===== config.mk =====
export PLATFORM = sky130hd
export DESIGN_NAME = alu_seq_flat
export DESIGN_NICKNAME = d
export VERILOG_FILES = /design/src/rtl/alu_seq_if.sv /design/src/rtl/alu_seq.sv /design/src/flat_wrapper.sv
export SDC_FILE = /design/constraint.sdc
export NUM_CORES = 1
export LEC_CHECK = 0
export ABC_AREA = 1
export CAP_MARGIN = 10
export CORE_MARGIN = 1.5
export CORE_UTILIZATION = 60
export CTS_CLUSTER_SIZE = 8
export DETAILED_ROUTE_END_ITERATION = 6
export HOLD_SLACK_MARGIN = 0.03
export MAX_ROUTING_LAYER = met4
export PLACE_DENSITY = 0.82
export SYNTH_ARGS = -nofsm -noshare
export SYNTH_HDL_FRONTEND = slang
export SYNTH_SLANG_ARGS = --single-unit

===== constraint.sdc =====
create_clock -name clk -period 1.9 [get_ports clk]
set_input_delay 0.285 -clock clk [delete_from_list [all_inputs] [get_ports clk]]
set_output_delay 0.285 -clock clk [all_outputs]
set_load 0.02 [all_outputs]

===== src/rtl/alu_seq_if.sv =====
// alu_seq_if: operand/opcode request channel and result channel of alu_seq.
// master drives operations and consumes results; slave is the ALU.
interface alu_seq_if #(
    parameter int WIDTH = 32
);
    logic             in_valid;
    logic             in_ready;
    logic [WIDTH-1:0] a;
    logic [WIDTH-1:0] b;
    logic [3:0]       opcode;
    logic             cin;
    logic             out_valid;
    logic             out_ready;
    logic [WIDTH-1:0] result;
    logic [3:0]       status;
    logic             err;

    modport master (
        output in_valid, a, b, opcode, cin, out_ready,
        input  in_ready, out_valid, result, status, err
    );

    modport slave (
        input  in_valid, a, b, opcode, cin, out_ready,
        output in_ready, out_valid, result, status, err
    );
endinterface


===== src/rtl/alu_seq.sv =====
// alu_seq: registered valid/ready ALU with flags and illegal-opcode error.
// Define ALU_MUL_EN to build the iterative shift-add multiplier for opcode 1001.
//
// state | meaning
// IDLE  | accepting ops; single-cycle ops complete from here
// MUL   | shift-add iterations in progress (ALU_MUL_EN only)
module alu_seq #(
    parameter int WIDTH = 32
) (
    input logic      clk,
    input logic      rst_n,
    alu_seq_if.slave bus
);
    localparam logic [3:0] OP_ADD = 4'b0001;
    localparam logic [3:0] OP_XOR = 4'b0010;
    localparam logic [3:0] OP_AND = 4'b0011;
    localparam logic [3:0] OP_OR  = 4'b0100;
    localparam logic [3:0] OP_NOR = 4'b0101;
    localparam logic [3:0] OP_SHR = 4'b0110;
    localparam logic [3:0] OP_SHL = 4'b0111;
    localparam logic [3:0] OP_SUB = 4'b1000;
    localparam logic [3:0] OP_MUL = 4'b1001;
    localparam logic [WIDTH-1:0] WIDTH_V = WIDTH'(WIDTH);

    logic             in_ready_i, accept, out_load, is_mul, idle;
    logic             out_valid_q, err_q, err_d, op_err, op_c, op_v;
    logic [WIDTH-1:0] result_q, res_d, op_res;
    logic [3:0]       status_q, st_d, op_st;
    logic [WIDTH:0]   sum;

    always_comb begin
        op_res = '0;
        op_err = 1'b0;
        op_c   = 1'b0;
        op_v   = 1'b0;
        sum    = '0;
        case (bus.opcode)
            OP_ADD: begin
                sum    = {1'b0, bus.a} + {1'b0, bus.b} + {{WIDTH{1'b0}}, bus.cin};
                op_res = sum[WIDTH-1:0];
                op_c   = sum[WIDTH];
                op_v   = (bus.a[WIDTH-1] == bus.b[WIDTH-1]) && (sum[WIDTH-1] != bus.a[WIDTH-1]);
            end
            OP_SUB: begin
                sum    = {1'b0, bus.a} + {1'b0, ~bus.b} + {{WIDTH{1'b0}}, 1'b1};
                op_res = sum[WIDTH-1:0];
                op_c   = sum[WIDTH];
                op_v   = (bus.a[WIDTH-1] != bus.b[WIDTH-1]) && (sum[WIDTH-1] != bus.a[WIDTH-1]);
            end
            OP_XOR: op_res = bus.a ^ bus.b;
            OP_AND: op_res = bus.a & bus.b;
            OP_OR:  op_res = bus.a | bus.b;
            OP_NOR: op_res = ~(bus.a | bus.b);
            OP_SHR: op_res = (bus.b >= WIDTH_V) ? '0 : (bus.a >> bus.b);
            OP_SHL: op_res = (bus.b >= WIDTH_V) ? '0 : (bus.a << bus.b);
            default: op_err = 1'b1;
        endcase
        op_st = op_err ? 4'b0000 : {op_res[WIDTH-1], op_res == '0, op_c, op_v};
    end

`ifdef ALU_MUL_EN
    localparam int CNT_W = $clog2(WIDTH) + 1;
    typedef enum logic {ST_IDLE, ST_MUL} state_t;

    state_t             state, state_nx;
    logic [2*WIDTH-1:0] mcand, acc, acc_nx;
    logic [WIDTH-1:0]   mplier;
    logic [CNT_W-1:0]   cnt;
    logic               mul_done;

    assign is_mul   = (bus.opcode == OP_MUL);
    assign idle     = (state == ST_IDLE);
    assign acc_nx   = acc + (mplier[0] ? mcand : '0);
    assign mul_done = (state == ST_MUL) && (cnt == CNT_W'(WIDTH - 1));

    always_ff @(posedge clk or negedge rst_n) begin
        if (!rst_n) state <= ST_IDLE;
        else        state <= state_nx;
    end

    always_comb begin
        state_nx = state;
        case (state)
            ST_IDLE: if (accept && is_mul) state_nx = ST_MUL;
            ST_MUL:  if (mul_done) state_nx = ST_IDLE;
            default: state_nx = ST_IDLE;
        endcase
    end

    always_ff @(posedge clk or negedge rst_n) begin
        if (!rst_n) begin
            mcand  <= '0;
            mplier <= '0;
            acc    <= '0;
            cnt    <= '0;
        end else if (accept && is_mul) begin
            mcand  <= {{WIDTH{1'b0}}, bus.a};
            mplier <= bus.b;
            acc    <= '0;
            cnt    <= '0;
        end else if (state == ST_MUL) begin
            acc    <= acc_nx;
            mcand  <= mcand << 1;
            mplier <= mplier >> 1;
            cnt    <= cnt + 1'b1;
        end
    end
`else
    assign is_mul = 1'b0;
    assign idle   = 1'b1;
`endif

    always_comb begin
        in_ready_i = idle && (!out_valid_q || bus.out_ready);
        accept     = bus.in_valid && in_ready_i;
        out_load   = accept && !is_mul;
        res_d      = op_res;
        st_d       = op_st;
        err_d      = op_err;
`ifdef ALU_MUL_EN
        // Final iteration folds straight into the output register.
        if (mul_done) begin
            out_load = 1'b1;
            res_d    = acc_nx[WIDTH-1:0];
            st_d     = {acc_nx[WIDTH-1], acc_nx[WIDTH-1:0] == '0, |acc_nx[2*WIDTH-1:WIDTH], 1'b0};
            err_d    = 1'b0;
        end
`endif
    end

    always_ff @(posedge clk or negedge rst_n) begin
        if (!rst_n) begin
            out_valid_q <= 1'b0;
            result_q    <= '0;
            status_q    <= 4'b0000;
            err_q       <= 1'b0;
        end else if (out_load) begin
            out_valid_q <= 1'b1;
            result_q    <= res_d;
            status_q    <= st_d;
            err_q       <= err_d;
        end else if (bus.out_ready) begin
            out_valid_q <= 1'b0;
        end
    end

    assign bus.in_ready  = in_ready_i;
    assign bus.out_valid = out_valid_q;
    assign bus.result    = result_q;
    assign bus.status    = status_q;
    assign bus.err       = err_q;
endmodule


===== src/flat_wrapper.sv =====
// flat-port wrapper written by rule: the top's interface ports become plain ports
module alu_seq_flat 
#(
    parameter int WIDTH = 32
)
  (clk, rst_n, bus_in_valid, bus_a, bus_b, bus_opcode, bus_cin, bus_out_ready, bus_in_ready, bus_out_valid, bus_result, bus_status, bus_err);
  alu_seq_if #(.WIDTH(WIDTH)) bus_i ();
  input logic clk;
  input logic rst_n;
  input wire logic [$bits(bus_i.in_valid)-1:0] bus_in_valid;
  input wire logic [$bits(bus_i.a)-1:0] bus_a;
  input wire logic [$bits(bus_i.b)-1:0] bus_b;
  input wire logic [$bits(bus_i.opcode)-1:0] bus_opcode;
  input wire logic [$bits(bus_i.cin)-1:0] bus_cin;
  input wire logic [$bits(bus_i.out_ready)-1:0] bus_out_ready;
  output wire logic [$bits(bus_i.in_ready)-1:0] bus_in_ready;
  output wire logic [$bits(bus_i.out_valid)-1:0] bus_out_valid;
  output wire logic [$bits(bus_i.result)-1:0] bus_result;
  output wire logic [$bits(bus_i.status)-1:0] bus_status;
  output wire logic [$bits(bus_i.err)-1:0] bus_err;
  assign bus_i.in_valid = bus_in_valid;
  assign bus_i.a = bus_a;
  assign bus_i.b = bus_b;
  assign bus_i.opcode = bus_opcode;
  assign bus_i.cin = bus_cin;
  assign bus_i.out_ready = bus_out_ready;
  assign bus_in_ready = bus_i.in_ready;
  assign bus_out_valid = bus_i.out_valid;
  assign bus_result = bus_i.result;
  assign bus_status = bus_i.status;
  assign bus_err = bus_i.err;
  alu_seq #(.WIDTH(WIDTH)) u_core (.clk(clk), .rst_n(rst_n), .bus(bus_i));
endmodule

==> impl_metrics.env, run 1 <==
export IMPL_gp_congestion=1.25
export IMPL_cts_hold_buf=0
export IMPL_tool_error="[ERROR DPL-0038] Utilization greater than 100%, impossible to legalize"
export IMPL_cts_setup_buffers=117
export IMPL_synth_seq_cells=37
export IMPL_ys_flop_type="dfrtp_1"
export IMPL_cts_buffers=5
export IMPL_dp_hpwl_mm=44.0
export IMPL_synthTopCellsByCount="658 x nand2_1, 283 x nand3_1, 207 x nor2_1"
export IMPL_status="stopped before the end"
export IMPL_ios=112
export IMPL_seq_area_frac_synth_pct=8.46
export IMPL_core_rowCount=49
export IMPL_clock_sinks=37
export IMPL_io_buffers=111
export IMPL_synth_fp_nets=2239
export IMPL_dp_cells=2775
export IMPL_yosys_warnings=0
export IMPL_synth_edf_count=0
export IMPL_synthTopCellsByArea="nand2_1 23%, nand3_1 13%, ha_1 11%, dfrtp_1 8.5%, nor2_1 7.1%"
export IMPL_cts_root_buffer="clkbuf_16"
export IMPL_syn_area_per_cell_um2=5.30
export IMPL_clockBufferDepth=2
export IMPL_stop_stage="clock tree synthesis (4_1_cts)"
export IMPL_synth_top_cell_area_share_pct=22.6
export IMPL_synth_cell_types=57
export IMPL_yosysMostFrequentCell="nand2_1"
export IMPL_synth_area_leader_cell="nand2_1"
export IMPL_die_h_um=138
export IMPL_initial_core_util_pct=61.1
export IMPL_h_tree_depth=2
export IMPL_die_x_um=138
export IMPL_async_reset_ff_share_pct=100
export IMPL_synthCells=2067
export IMPL_post_cts_resize_count=1028
export IMPL_synth_area_um2=10900
==> stage by stage <==
| stage | setup WS [ns] | cell area, µm² | util, % |
|---|---|---|---|
| global placement | -1.62 | 15600 | 87.4 |
| detailed placement | -1.76 | 15600 | 87.4 |
| floorplan | -0.693 | 11100 | - |
==> kinds of logic after synthesis <==
kind of cell | Yosys count | share of synthesized area (%)
simple gates | 1223 | 47.1
compound gates | 383 | 20.4
buf+inv | 316 | 11.7
fa+ha+maj | 99 | 11.5
flops | 37 | 8.46
xor+xnor | 9 | 0.720
==> run 2: changes to the inputs <==
--- a/config.mk
+++ b/config.mk
@@ -8,12 +8,9 @@
 export ABC_AREA = 1
 export CAP_MARGIN = 10
 export CORE_MARGIN = 1.5
-export CORE_UTILIZATION = 60
-export CTS_CLUSTER_SIZE = 8
+export CORE_UTILIZATION = 40
 export DETAILED_ROUTE_END_ITERATION = 6
-export HOLD_SLACK_MARGIN = 0.03
-export MAX_ROUTING_LAYER = met4
-export PLACE_DENSITY = 0.82
+export PLACE_DENSITY_LB_ADDON = 0.15
 export SYNTH_ARGS = -nofsm -noshare
 export SYNTH_HDL_FRONTEND = slang
 export SYNTH_SLANG_ARGS = --single-unit
==> run 2 against run 1 <==
  * The flow now finishes, with violations (design-rule violations, negative setup slack)
  * Area after synthesis unchanged
  * Synthesized cell count unchanged
==> impl_metrics.env, run 2 <==
export IMPL_core_rowCount=60
export IMPL_swShare_pct=48.1
export IMPL_ant_nets=0
export IMPL_antenna_found_initial=0
export IMPL_cp_max_fo=4
export IMPL_die_x_um=168
export IMPL_dp_cells=2986
export IMPL_num_vias=18300
export IMPL_cp_end_kind="flop"
export IMPL_clkPwrFrac_pct=10.9
export IMPL_grt_max_degree=72
export IMPL_largest_reg_flops=31
export IMPL_p_comb_share_pct=76.9
export IMPL_synth_area_um2=10900
export IMPL_ys_flop_type="dfrtp_1"
export IMPL_synth_cell_types=57
export IMPL_clkLatencyLatePin_ns=0.28
export IMPL_p_int_mw=4.03
export IMPL_h_tree_depth=2
export IMPL_synthTopCellsByArea="nand2_1 23%, nand3_1 13%, ha_1 11%, dfrtp_1 8.5%, nor2_1 7.1%"
export IMPL_power_density_nw_per_um2=363
export IMPL_gp_congestion=1.08
export IMPL_initial_core_util_pct=40.7
export IMPL_skew_ns=0.00549
export IMPL_routedWlPerCell_um=21.7
export IMPL_clock_sinks=37
export IMPL_track_usage_pct=43.5
export IMPL_overflow=0
export IMPL_final_cell_mix="569 x buf_4, 438 x nand2_1, 178 x nand2_2"
export IMPL_fin_crit_sh_pct=149
export IMPL_critPathRequiredTime_ns=2.12
export IMPL_maxSlewViolCount=0
export IMPL_synthTopCellsByCount="658 x nand2_1, 283 x nand3_1, 207 x nor2_1"
export IMPL_drive_gt1_share_pct=54.6
export IMPL_yosysMostFrequentCell="nand2_1"
export IMPL_yosys_warnings=0
export IMPL_stdcell_count=3098
export IMPL_slew_headroom_pct=33.4
export IMPL_diodes=0
export IMPL_grt_pass1_vias=17100
export IMPL_max_slew_worst_pin_slew_ns=0.999
export IMPL_rsz0062_at_grt="yes"
export IMPL_synth_seq_cells=37
export IMPL_fin_nets=2928
export IMPL_leakage_nw=10.4
export IMPL_n_fill_cell=1933
export IMPL_async_reset_ff_share_pct=100
export IMPL_finalHoldViolations=0
export IMPL_drt_initial_drc_count=2294
export IMPL_synth_fp_nets=2239
export IMPL_finalWirelength_mm=67.4
export IMPL_io_buffers=111
export IMPL_clk_pin_slew_worst_paths_ns=0.06
export IMPL_cts_buffers=5
export IMPL_drv_cap=0
export IMPL_sequentialPowerShare_pct=12.3
export IMPL_synth_area_leader_cell="nand2_1"
export IMPL_first_pass_iters=7
export IMPL_arrival_ns=3.06
export IMPL_dp_hpwl_mm=49.0
export IMPL_vdd_drop_max_mv=0.379
export IMPL_finalWorstSetupSlack_ns=-0.940
export IMPL_die_area_um2=28400
export IMPL_crit_type="primary input to flop"
export IMPL_worst_setup_path_start_kind="primary input"
export IMPL_synth_edf_count=0
export IMPL_final_common_cell="buf_4"
export IMPL_holdCritPathClass="primary input to async pin"
export IMPL_timing_fmax_mhz=352
export IMPL_setup_viol=35
export IMPL_core_area_um2=26900
export IMPL_fin_crit_ns=2.84
export IMPL_drc=7
export IMPL_synthCells=2067
export IMPL_avgViaCountPerCell=5.92
export IMPL_cts_root_buffer="clkbuf_16"
export IMPL_cts_tree="yes"
export IMPL_syn_area_per_cell_um2=5.30
export IMPL_violations="design-rule violations, negative setup slack"
export IMPL_die_h_um=168
export IMPL_area_delta_synth_final_pct=95.4
export IMPL_grt_pass1_wl_mm=96.1
export IMPL_total_power_mw=7.76
export IMPL_clockBufferDepth=2
export IMPL_status="finished with violations"
export IMPL_seq_area_frac_synth_pct=8.46
export IMPL_ios=112
export IMPL_synth_top_cell_area_share_pct=22.6
export IMPL_p_sw_mw=3.73
-- run 2: cell counts after synthesis --
No cell type changed its count.
-- run 2: final cells by class --
type                       instances  area, µm²  area share [%]
clock buffer                       6        139           0.649
clock inverter                     2       13.8          0.0643
inverter                         216        846            3.95
multi-input combinational       1714      12500            58.5
sequential                        37        926            4.33
tap                              341        427            1.99
timing repair buffer             782       6530            30.5
-- run 2: worst paths after layout --
check / start / end / slack [ns] / depth (start not counted)
max: bus_a[4] / u_core.bus.status[2]$_DFFE_PN0P_ / -0.94 / 16
min: rst_n / u_core.bus.result[19]$_DFFE_PN0P_ / 0.11 / 1
max reg2reg: u_core.bus.out_valid$_DFFE_PN0P_ / u_core.bus.status[2]$_DFFE_PN0P_ / 0.43 / 11
min reg2reg: u_core.bus.result[11]$_DFFE_PN0P_ / u_core.bus.result[11]$_DFFE_PN0P_ / 0.48 / 2
max in group asynchronous: rst_n / u_core.bus.result[15]$_DFFE_PN0P_ / 1.27 / 1
min in group clk: u_core.bus.result[11]$_DFFE_PN0P_ / u_core.bus.result[11]$_DFFE_PN0P_ / 0.48 / 2
-- run 2: what timing repair did --
action / 4_1_cts / 5_1_grt
resized for setup: 775 / 482
endpoints found under the setup margin: 36 / 36
cloned: 4 / 0
pin swaps: 238 / 230
setup buffers: 62 / 45
hold buffers: 0 / 0
-- run 2: critical path: stages --
cell and delay, ns:
buf_2 0.11, buf_4 0.16, ha_1 0.23, a21oi_4 0.21, o21ai_1 0.17, a21oi_1 0.20
o22ai_1 0.10, a221oi_1 0.32, o21ai_1 0.31, nor2_2 0.33, nand2_1 0.11, nor2_2 0.17
nand2_2 0.07, nor2_2 0.12, nand3_1 0.08, nand2_1 0.06
-- run 2: cell families (layout without fill, tap and decap cells) --
family / count (synthesis) / in the layout / share of synthesized area, %
AOI/OAI and AO/OA: 383 / 383 / 20.4
xor gates and xnor gates: 9 / 9 / 0.720
adders and majority gates: 99 / 99 / 11.5
buffers and inverters: 316 / 1006 / 11.7
DFF: 37 / 37 / 8.46
and+or+nand+nor: 1223 / 1223 / 47.1
-- run 2: stage by stage --
stage	setup WS [ns]	area (µm²)	util [%]	TNS (ns)	hold WS, ns
floorplan	-0.693	11100	-	-10.92	-0.0106
global placement	-1.91	16500	61.5	-48.54	0.405
detailed placement	-1.81	16500	61.5	-49.75	0.420
CTS	-0.854	19600	72.8	-21.73	0.125
global route	-0.988	21400	79.6	-26.97	0.164
finish	-0.940	21400	79.6	-23.89	0.106
-- run 2: metal layers --
| layer | global-route usage (%) | share of wire [%] | vias up | routed length (µm) |
|---|---|---|---|---|
| li1 | - | - | 8205 | - |
| met1 | 56.5 | 38 | 8484 | 25900 |
| met2 | 70.8 | 44 | 1302 | 29400 |
| met3 | 5.76 | 10 | 335 | 6940 |
| met4 | 22.0 | 7.7 | 0 | 5170 |
| met5 | 0 | 0 | - | 0 |
-- run 2: power by group through the flow --
stage                     Combinational [mW]  Sequential, mW  Clock, mW
after floorplan                         1.85            1.08          0
after global placement                  4.30           0.956          0
after detailed placement                4.33           0.962          0
after CTS                               5.14           0.950      0.843
after global routing                    6.24           0.963      0.890
final                                   5.97           0.953      0.843
Power figures use the tool's default switching activity.
==> run 3: changes to the inputs <==
--- a/config.mk
+++ b/config.mk
@@ -7,6 +7,7 @@
 export LEC_CHECK = 0
 export ABC_AREA = 1
 export CAP_MARGIN = 10
+export CORE_ASPECT_RATIO = 1.75
 export CORE_MARGIN = 1.5
 export CORE_UTILIZATION = 40
 export DETAILED_ROUTE_END_ITERATION = 6
==> constraint.sdc (replaced) <==
create_clock -name clk -period 3 [get_ports clk]
set_input_delay 0.45 -clock clk [delete_from_list [all_inputs] [get_ports clk]]
set_output_delay 0.45 -clock clk [all_outputs]
set_load 0.02 [all_outputs]
==> run 3 against run 2 <==
  * The run still ends with design-rule violations, negative setup slack left
  * Die area rose by 0.13%
  * Power fell by 41%
  * Cell area fell by 11%
  * First-iteration DRC count fell by 10%
  * Non-clock buffer count fell by 109
  * Core utilization fell by 9.3 points
  * Register-to-register slack improved by 0.95 ns
  * Clock skew rose by 0.0011 ns
  * Sequential power fell by 37%
  * Combinational power fell by 44%
  * Routed wire length rose by 2.9%
==> impl_metrics.env, run 3 (same netlist as run 2, synthesis figures left out) <==
export IMPL_met1_usage_pct=44.5
export IMPL_clockBufferDepth=2
export IMPL_largest_reg_flops=31
export IMPL_rsz0062_at_grt="yes"
export IMPL_status="finished with violations"
export IMPL_drc=4
export IMPL_drv_cap=0
export IMPL_track_usage_pct=45.8
export IMPL_finalWirelength_mm=69.3
export IMPL_top_usage_layer="met2"
export IMPL_holdCritPathClass="primary input to async pin"
export IMPL_finalHoldViolations=0
export IMPL_cts_hold_buf=0
export IMPL_power_density_nw_per_um2=239
export IMPL_reg2reg_slack_ns=1.38
export IMPL_ios=112
export IMPL_met3_usage_pct=10.2
export IMPL_area_delta_synth_final_pct=74.3
export IMPL_final_common_cell="nand2_1"
export IMPL_worst_r2r_endpoint="u_core.bus.status[2]$_DFFE_PN0P_"
export IMPL_die_x_um=128
export IMPL_vdd_drop_max_mv=0.234
export IMPL_max_slew_worst_pin_slew_ns=0.923
export IMPL_met2_usage_pct=78.0
export IMPL_h_tree_depth=2
export IMPL_first_pass_iters=7
export IMPL_holdWs_ns=0.274
export IMPL_timing_fmax_mhz=322
export IMPL_routedWlPerCell_um=23.0
export IMPL_num_vias=17800
export IMPL_clkPwrFrac_pct=13.1
export IMPL_cts_tree="yes"
export IMPL_finalWorstSetupSlack_ns=-0.104
export IMPL_clock_sinks=37
export IMPL_dp_hpwl_mm=52.7
export IMPL_final_cell_mix="552 x nand2_1, 514 x buf_4, 200 x nand3_1"
export IMPL_arrival_ns=3.33
export IMPL_max_stage_delay_ns=0.29
export IMPL_core_rowCount=80
export IMPL_crit_slowest_cell="nand3_1"
export IMPL_drt_initial_drc_count=2056
export IMPL_setup_viol=3
export IMPL_critPathRequiredTime_ns=3.23
export IMPL_fin_crit_sh_pct=103
export IMPL_clkLatencyLatePin_ns=0.28
export IMPL_grt_pass1_vias=17000
export IMPL_cts_root_buffer="clkbuf_16"
export IMPL_cp_max_fo=7
export IMPL_leakage_nw=9.70
export IMPL_core_area_um2=27100
export IMPL_sequentialPowerShare_pct=13.3
export IMPL_cp_end_kind="flop"
export IMPL_slew_headroom_pct=38.5
export IMPL_swShare_pct=47.9
export IMPL_p_int_mw=2.38
export IMPL_fin_crit_ns=3.10
export IMPL_skew_ns=0.00661
export IMPL_grt_max_degree=72
export IMPL_overflow=0
export IMPL_reg2reg_depth=11
export IMPL_grt_pass1_wl_mm=97.2
export IMPL_critPathTopFamily="simple AND/OR/NAND/NOR gates"
export IMPL_crit_type="primary input to flop"
export IMPL_drive_gt1_share_pct=41.3
export IMPL_die_h_um=222
export IMPL_ant_nets=0
export IMPL_worstReg2RegStart="u_core.bus.out_valid$_DFFE_PN0P_"
export IMPL_worst_path_buf_inv=5
export IMPL_crit_chain="dlymetal6s2s_1, inv_1, buf_4, nand2_1, nor2_4, nand2_1, nor2_4, buf_12, nand3_1, nand2_1, buf_4, nand3_1, nand3_1, nand3_1, nand2_1, o21ai_1, o21ai_1, nor2_1, nand2_1, nor2_1, nand3_1, nand2_1"
export IMPL_preCtsSetupSlack_ns=-1.02
export IMPL_fin_nets=2819
export IMPL_p_comb_share_pct=73.7
export IMPL_initial_core_util_pct=40.4
export IMPL_cts_buffers=5
export IMPL_die_area_um2=28400
export IMPL_antenna_found_initial=4
export IMPL_p_sw_mw=2.18
export IMPL_gp_congestion=1.12
export IMPL_violations="design-rule violations, negative setup slack"
export IMPL_maxSlewViolCount=0
export IMPL_io_buffers=111
export IMPL_worst_setup_path_start_kind="primary input"
export IMPL_cpMostUsedCell="nand2_1"
export IMPL_clk_pin_slew_worst_paths_ns=0.06
export IMPL_avgViaCountPerCell=5.91
-- run 3: cell count changes in the layout (fill, tap and decap cells not counted), moves of 20 or more --
cell            previous run  this run
inv_2                     79        56
nand2_2                  178        99
inv_1                    128       154
nand3_4                   35        13
buf_4                    569       514
nand2_4                   57        22
nor2_1                   115       135
nand3_1                  152       200
nand3_2                  101        75
dlymetal6s2s_1             4        36
nand2_1                  438       552
buf_6                     86        29
-- run 3: power groups by stage --
| stage | Sequential, mW | Clock (mW) | Combinational (mW) |
|---|---|---|---|
| 6_report | 0.604 | 0.596 | 3.36 |
| 5_1_grt | 0.608 | 0.612 | 3.53 |
| 4_1_cts | 0.602 | 0.593 | 2.91 |
| 3_5_place_dp | 0.610 | 0 | 2.68 |
| 3_3_place_gp | 0.608 | 0 | 2.66 |
| 2_1_floorplan | 0.684 | 0 | 1.14 |
-- run 3: what timing repair did --
item / 4_1_cts / 5_1_grt
setup buffers: 23 / 29
endpoints found under the setup margin: 35 / 35
endpoints found under the hold margin: 0 / 0
pin swaps: 82 / 179
resized for setup: 300 / 431
cloned: 0 / 2
-- run 3: worst max path at each step --
stage / from / endpoint / cells after the start
after floorplan: bus_b[2] / u_core.bus.status[2]$_DFFE_PN0P_ / 23
after global placement: bus_cin / u_core.bus.status[2]$_DFFE_PN0P_ / 16
after detailed placement: bus_cin / u_core.bus.status[2]$_DFFE_PN0P_ / 16
after CTS: bus_b[16] / u_core.bus.status[2]$_DFFE_PN0P_ / 26
after global routing: bus_a[7] / u_core.bus.status[2]$_DFFE_PN0P_ / 19
final: bus_b[16] / u_core.bus.status[2]$_DFFE_PN0P_ / 22
-- run 3: final cells by class --
class,count,area (µm²)
fillers,2373,8050
inverters,216,822
clock inverters,2,35.0
repair buffers,673,5690
flip-flops and latches,37,926
clock buffers,5,125
multi-input cells,1714,11000
diodes,1,2.50
well taps,369,462
-- run 3: through the flow --
stage	instance area, µm²	cells	setup TNS (ns)	util [%]	power, mW
final	19100	3017	-0.146	70.3	4.56
after global routing	19100	3016	-1.50	70.3	4.75
after CTS	17400	2985	-1.29	64.1	4.11
after detailed placement	16000	2955	-20.82	59.1	3.29
after global placement	16000	2955	-20.32	59.1	3.27
after floorplan	11000	2067	0	-	1.82
-- run 3: metal layers --
metal / share of wire, % / vias up
met4: 13 / 4
li1: - / 7966
met1: 32 / 8116
met3: 8.1 / 530
met5: 0.040 / -
met2: 47 / 1212
==> run 4: changes to the inputs <==
--- a/config.mk
+++ b/config.mk
@@ -11,6 +11,7 @@
 export CORE_MARGIN = 1.5
 export CORE_UTILIZATION = 40
 export DETAILED_ROUTE_END_ITERATION = 6
+export MAX_ROUTING_LAYER = met4
 export PLACE_DENSITY_LB_ADDON = 0.15
 export SYNTH_ARGS = -nofsm -noshare
 export SYNTH_HDL_FRONTEND = slang
==> run 4 against run 3 <==
  * The run still ends with design-rule violations, negative setup slack left
  * Worst hold slack worse by 0.0040 ns
  * Register-to-register slack gained 0.10 ns
  * Clock skew decreased by 0.0051 ns
  * Largest cell class unchanged
==> impl_metrics.env, run 4 (same netlist as run 2, synthesis figures left out) <==
export IMPL_cpMostUsedCell="nand2_1"
export IMPL_clock_sinks=37
export IMPL_finalWirelength_mm=68.5
export IMPL_cts_tree="yes"
export IMPL_avgViaCountPerCell=5.85
export IMPL_io_buffers=111
export IMPL_setup_viol=2
export IMPL_skew_ns=0.00153
export IMPL_critPathRequiredTime_ns=3.22
export IMPL_crit_slowest_cell="nand3_1"
export IMPL_die_h_um=222
export IMPL_finalHoldViolations=0
export IMPL_status="finished with violations"
export IMPL_worst_setup_path_start_kind="primary input"
export IMPL_dp_cells=2985
export IMPL_core_rowCount=80
export IMPL_largest_reg_flops=31
export IMPL_ant_nets=0
export IMPL_total_power_mw=4.54
export IMPL_cts_root_buffer="clkbuf_16"
export IMPL_rsz0062_at_grt="yes"
export IMPL_antenna_found_initial=2
export IMPL_arrival_ns=3.31
export IMPL_max_stage_delay_ns=0.35
export IMPL_core_area_um2=27100
export IMPL_power_density_nw_per_um2=234
export IMPL_die_area_um2=28400
export IMPL_violations="design-rule violations, negative setup slack"
export IMPL_vdd_drop_max_mv=0.233
export IMPL_track_usage_pct=47.7
export IMPL_fin_nets=2861
export IMPL_clk_pin_slew_worst_paths_ns=0.06
export IMPL_maxSlewViolCount=0
export IMPL_slew_headroom_pct=39.4
export IMPL_worstReg2RegStart="u_core.bus.out_valid$_DFFE_PN0P_"
export IMPL_holdWs_ns=0.270
export IMPL_finalWorstSetupSlack_ns=-0.0949
export IMPL_crit_chain="clkbuf_2, buf_6, nor2_4, nand2_2, nor2_2, nand2_2, nor2_8, buf_12, clkbuf_16, nand2_2, nand2_1, nand2_1, nand2_1, nand2_1, nand2_1, nand3_2, nand3_1, nand3_4, nand2_1, nor2_2, nand3_2, nor2_2, nand3_1, nand2_1"
export IMPL_cp_end_kind="flop"
export IMPL_fin_crit_ns=3.09
export IMPL_drt_initial_drc_count=1841
export IMPL_drc=1
export IMPL_stdcell_count=3061
export IMPL_crit_type="primary input to flop"
export IMPL_fin_crit_sh_pct=103
export IMPL_dp_hpwl_mm=52.1
export IMPL_holdCritPathClass="primary input to async pin"
export IMPL_drv_cap=0
export IMPL_ios=112
export IMPL_timing_fmax_mhz=323
export IMPL_h_tree_depth=2
export IMPL_preCtsSetupSlack_ns=-1.17
export IMPL_drive_gt1_share_pct=44.1
export IMPL_max_slew_worst_pin_slew_ns=0.909
export IMPL_area_delta_synth_final_pct=76.8
export IMPL_n_fill_cell=2338
export IMPL_die_x_um=128
export IMPL_setup_tns_ns=-0.149
export IMPL_leakage_nw=9.74
export IMPL_grt_pass1_vias=17600
export IMPL_cts_buffers=5
export IMPL_grt_pass1_wl_mm=98.9
export IMPL_routedWlPerCell_um=22.4
export IMPL_first_pass_iters=7
export IMPL_cp_max_fo=6
export IMPL_gp_congestion=1.15
export IMPL_num_vias=17900
export IMPL_final_common_cell="buf_4"
export IMPL_clockBufferDepth=2
export IMPL_initial_core_util_pct=40.4
export IMPL_grt_max_degree=72
export IMPL_clkLatencyLatePin_ns=0.27
export IMPL_final_cell_mix="549 x buf_4, 539 x nand2_1, 203 x nand3_1"
export IMPL_overflow=0
export IMPL_startpoint="bus_b[7]"
-- run 4: metal layers --
metal  GRT usage [%]  routed length, µm  up-vias
met5               -                  0        -
met4            41.7               8340        0
met3            14.7               6450      541
met2            79.3              32500     1125
met1            43.3              21200     8174
li1                -                  -     8062
-- run 4: area by class of cell --
cell class                      count  area (µm²)  share of cell area (%)
Antenna cell                        2        5.00                  0.0259
Inverter                          216         815                    4.21
Clock inverter                      2        13.8                  0.0711
Sequential cell                    37         926                    4.78
Clock buffer                        6         139                   0.718
Tap cell                          369         462                    2.39
Multi-Input combinational cell   1714       11100                    57.1
Timing Repair Buffer              715        5940                    30.7
-- run 4: path summary, 6_finish.rpt --
check	cells after the start	slack (ns)	endpoint
setup / recovery	24	-0.09	u_core.bus.status[2]$_DFFE_PN0P_
hold / removal	1	0.27	u_core.bus.result[17]$_DFFE_PN0P_
setup reg to reg	11	1.48	u_core.bus.status[2]$_DFFE_PN0P_
hold reg to reg	2	0.48	u_core.bus.result[20]$_DFFE_PN0P_
max in group asynchronous	1	2.21	u_core.bus.out_valid$_DFFE_PN0P_
min in group clk	2	0.48	u_core.bus.result[20]$_DFFE_PN0P_
-- run 4: timing repair --
action                     CTS  global route
resized for setup          294           490
setup endpoints to repair   35            35
gates cloned                 1             1
buffers inserted            27            37
pin swaps                   65           194
hold buffers                 0             0
-- run 4: critical path, delay by kind of cell --
| family | cells | cell delay, ns |
|---|---|---|
| simple gates | 20 | 2.31 |
| buf+inv | 4 | 0.52 |
-- run 4: power by group --
| group | internal [mW] | switching (mW) | leakage, nW |
|---|---|---|---|
| registers | 0.563 | 0.0369 | 0.488 |
| clock network | 0.330 | 0.197 | 0.0768 |
| logic | 1.47 | 1.94 | 9.18 |
-- run 4: per-stage QoR --
| step | area [µm²] | util (%) |
|---|---|---|
| 5_1_grt | 19400 | 71.4 |
| 6_report | 19400 | 71.4 |
| 4_1_cts | 17600 | 64.9 |
| 3_3_place_gp | 16200 | 59.9 |
| 3_5_place_dp | 16200 | 59.9 |
| 2_1_floorplan | 11000 | - |
==> patch (config.mk and constraints of run 4) <==
Build with the macro `ALU_MUL_EN` defined.
--- a/src/rtl/alu_seq.sv
+++ b/src/rtl/alu_seq.sv
@@ -4,6 +4,8 @@
 // state | meaning
 // IDLE  | accepting ops; single-cycle ops complete from here
 // MUL   | shift-add iterations in progress (ALU_MUL_EN only)
+`define ALU_MUL_EN
+
 module alu_seq #(
     parameter int WIDTH = 32
 ) (
Check against the original RTL: not equivalent (Yosys sat finds a counterexample within 4 cycles, from zero or initial values and one cycle with rst_n low).
==> patch against run 4 <==
The flow finishes with violations (setup timing); critical path depth did not move; sequential cell count grew 167; final area increased by 88%; global-route usage down 1.2 points; wire length increased by 91%; synthesized area up 97%; power rose to 4.1 times the old value; worst setup slack worse by 0.66 ns; sequential power rose to 7.6 times the old value; combinational power rose to 3.5 times the old value; critical path type is now register to register; highest routed layer unchanged.
==> patch: results (changes against run 4) <==
Outcome
  • Status: complete, but fails checks (unchanged)
  • Violated checks: setup timing (was DRC, setup timing)

CTS
  • CTS H-tree lvls: 1 (was 2)
  • Later-pin clock latency in the skew report: 0.53 ns (was 0.27 ns)
  • TritonCTS Buffers: 19 (was 5)
  • Longest Clk Path Bufs: 3 (was 2)

Worst setup path
  • Nature of the critical path startpoint: register (was primary input)
  • CP max-delay cell: dfrtp_2 (was nand3_1)

Layout
  • Fillers: 4646 (was 2338)
  • Final instance count without filler cells: 5225 (was 3061)

Logic synthesis
  • Synth top cells by count: 946 x nand2_1, 401 x inv_1, 384 x nand3_1 (was 658 x nand2_1, 283 x nand3_1, 207 x nor2_1)
  • Seq/Total Area, Yosys: 23.65% (was 8.458%)
  • Top cells by area, synth: dfrtp_1 24%, nand2_1 16%, ha_1 9.3%, nand3_1 8.9%, inv_1 7.0% (was nand2_1 23%, nand3_1 13%, ha_1 11%, dfrtp_1 8.5%, nor2_1 7.1%)
  • Adder-cell share of the synthesized area: 9.645% (was 11.52%)
  • Synth Area in XOR/XNOR: 2.556% (was 0.7201%)

Global route
  • First-pass GRT wire length: 181700 um (was 98940 um)

Min path
  • Worst Hold Class: primary input to register (was primary input to asynchronous set/reset pin)

Routing
  • Vias: 30208 (was 17902)

Power
  • Power in combinational cells: 11.8 mW (was 3.41 mW)
  • Clock network power: 2.46 mW (was 527 uW)
  • Leakage: 17.92 nW (was 9.742 nW)

Placed design
  • Post-detailed-placement half-perimeter wirelength: 98350 um (was 52060 um)
  • Routability-driven placement congestion ratio: 1.156 (was 1.146)

Timing
  • Final Skew: 0.02794 ns (was 0.001528 ns)
  • Endpoints failing setup: 43 (was 2)
  • Final Worst Setup Slack: -0.7521 ns (was -0.09485 ns)
## patch: metrics by stage
stage          setup TNS (ns)  util, %
4_1_cts                -4.217    63.64
6_report               -7.236    68.12
3_5_place_dp           -44.07    57.22
3_3_place_gp           -44.22    57.22
5_1_grt                -12.58    68.12
2_1_floorplan               0        -
## patch: final timing paths
kind / to / slack, ns / cells after the start
worst max-delay path: u_core.bus.status[1] / -0.75 / 24
worst min-delay path: u_core.mplier[20] / 0.41 / 4
worst max register to register: u_core.bus.status[1] / -0.75 / 24
worst min register to register: u_core.mcand[63] / 0.48 / 2
max in group asynchronous: u_core.acc[25] / 1.72 / 3
min in group asynchronous: u_core.acc[59] / 0.45 / 2
## patch: timing repair
action	CTS	global route
cloned	3	2
hold buffers	1	0
hold endpoints to repair	58	0
pin swaps	150	174
setup endpoints to repair	73	79
gates resized for setup	605	525
setup buffers	65	56
## patch: area by class of cell
| cell class | instances | area share (%) |
|---|---|---|
| sequential | 204 | 14.04 |
| tap | 684 | 2.353 |
| clock inverter | 7 | 0.2098 |
| multi-input combinational | 2688 | 50.29 |
| antenna | 6 | 0.04128 |
| clock buffer | 24 | 1.414 |
| timing repair buffer | 1200 | 27.28 |
| inverter | 412 | 4.376 |
## patch: cells by family (layout without fill, tap and decap cells)
kind of cell               count (synthesis)  count (layout)
and+or+nand+nor                         1705            1705
AOI/OAI and AO/OA                        755             755
buffers and inverters                    566            1643
DFF                                      204             204
adders and majority gates                164             164
xor gates and xnor gates                  63              63
muxes                                      1               1
other                                      0               6
## patch: metal layers
layer / share of wire [%] / global-route usage (%)
met3: 7.7 / 10.22
met2: 47 / 77.44
met1: 31 / 41.94
met5: 0 / -
met4: 14 / 48.86
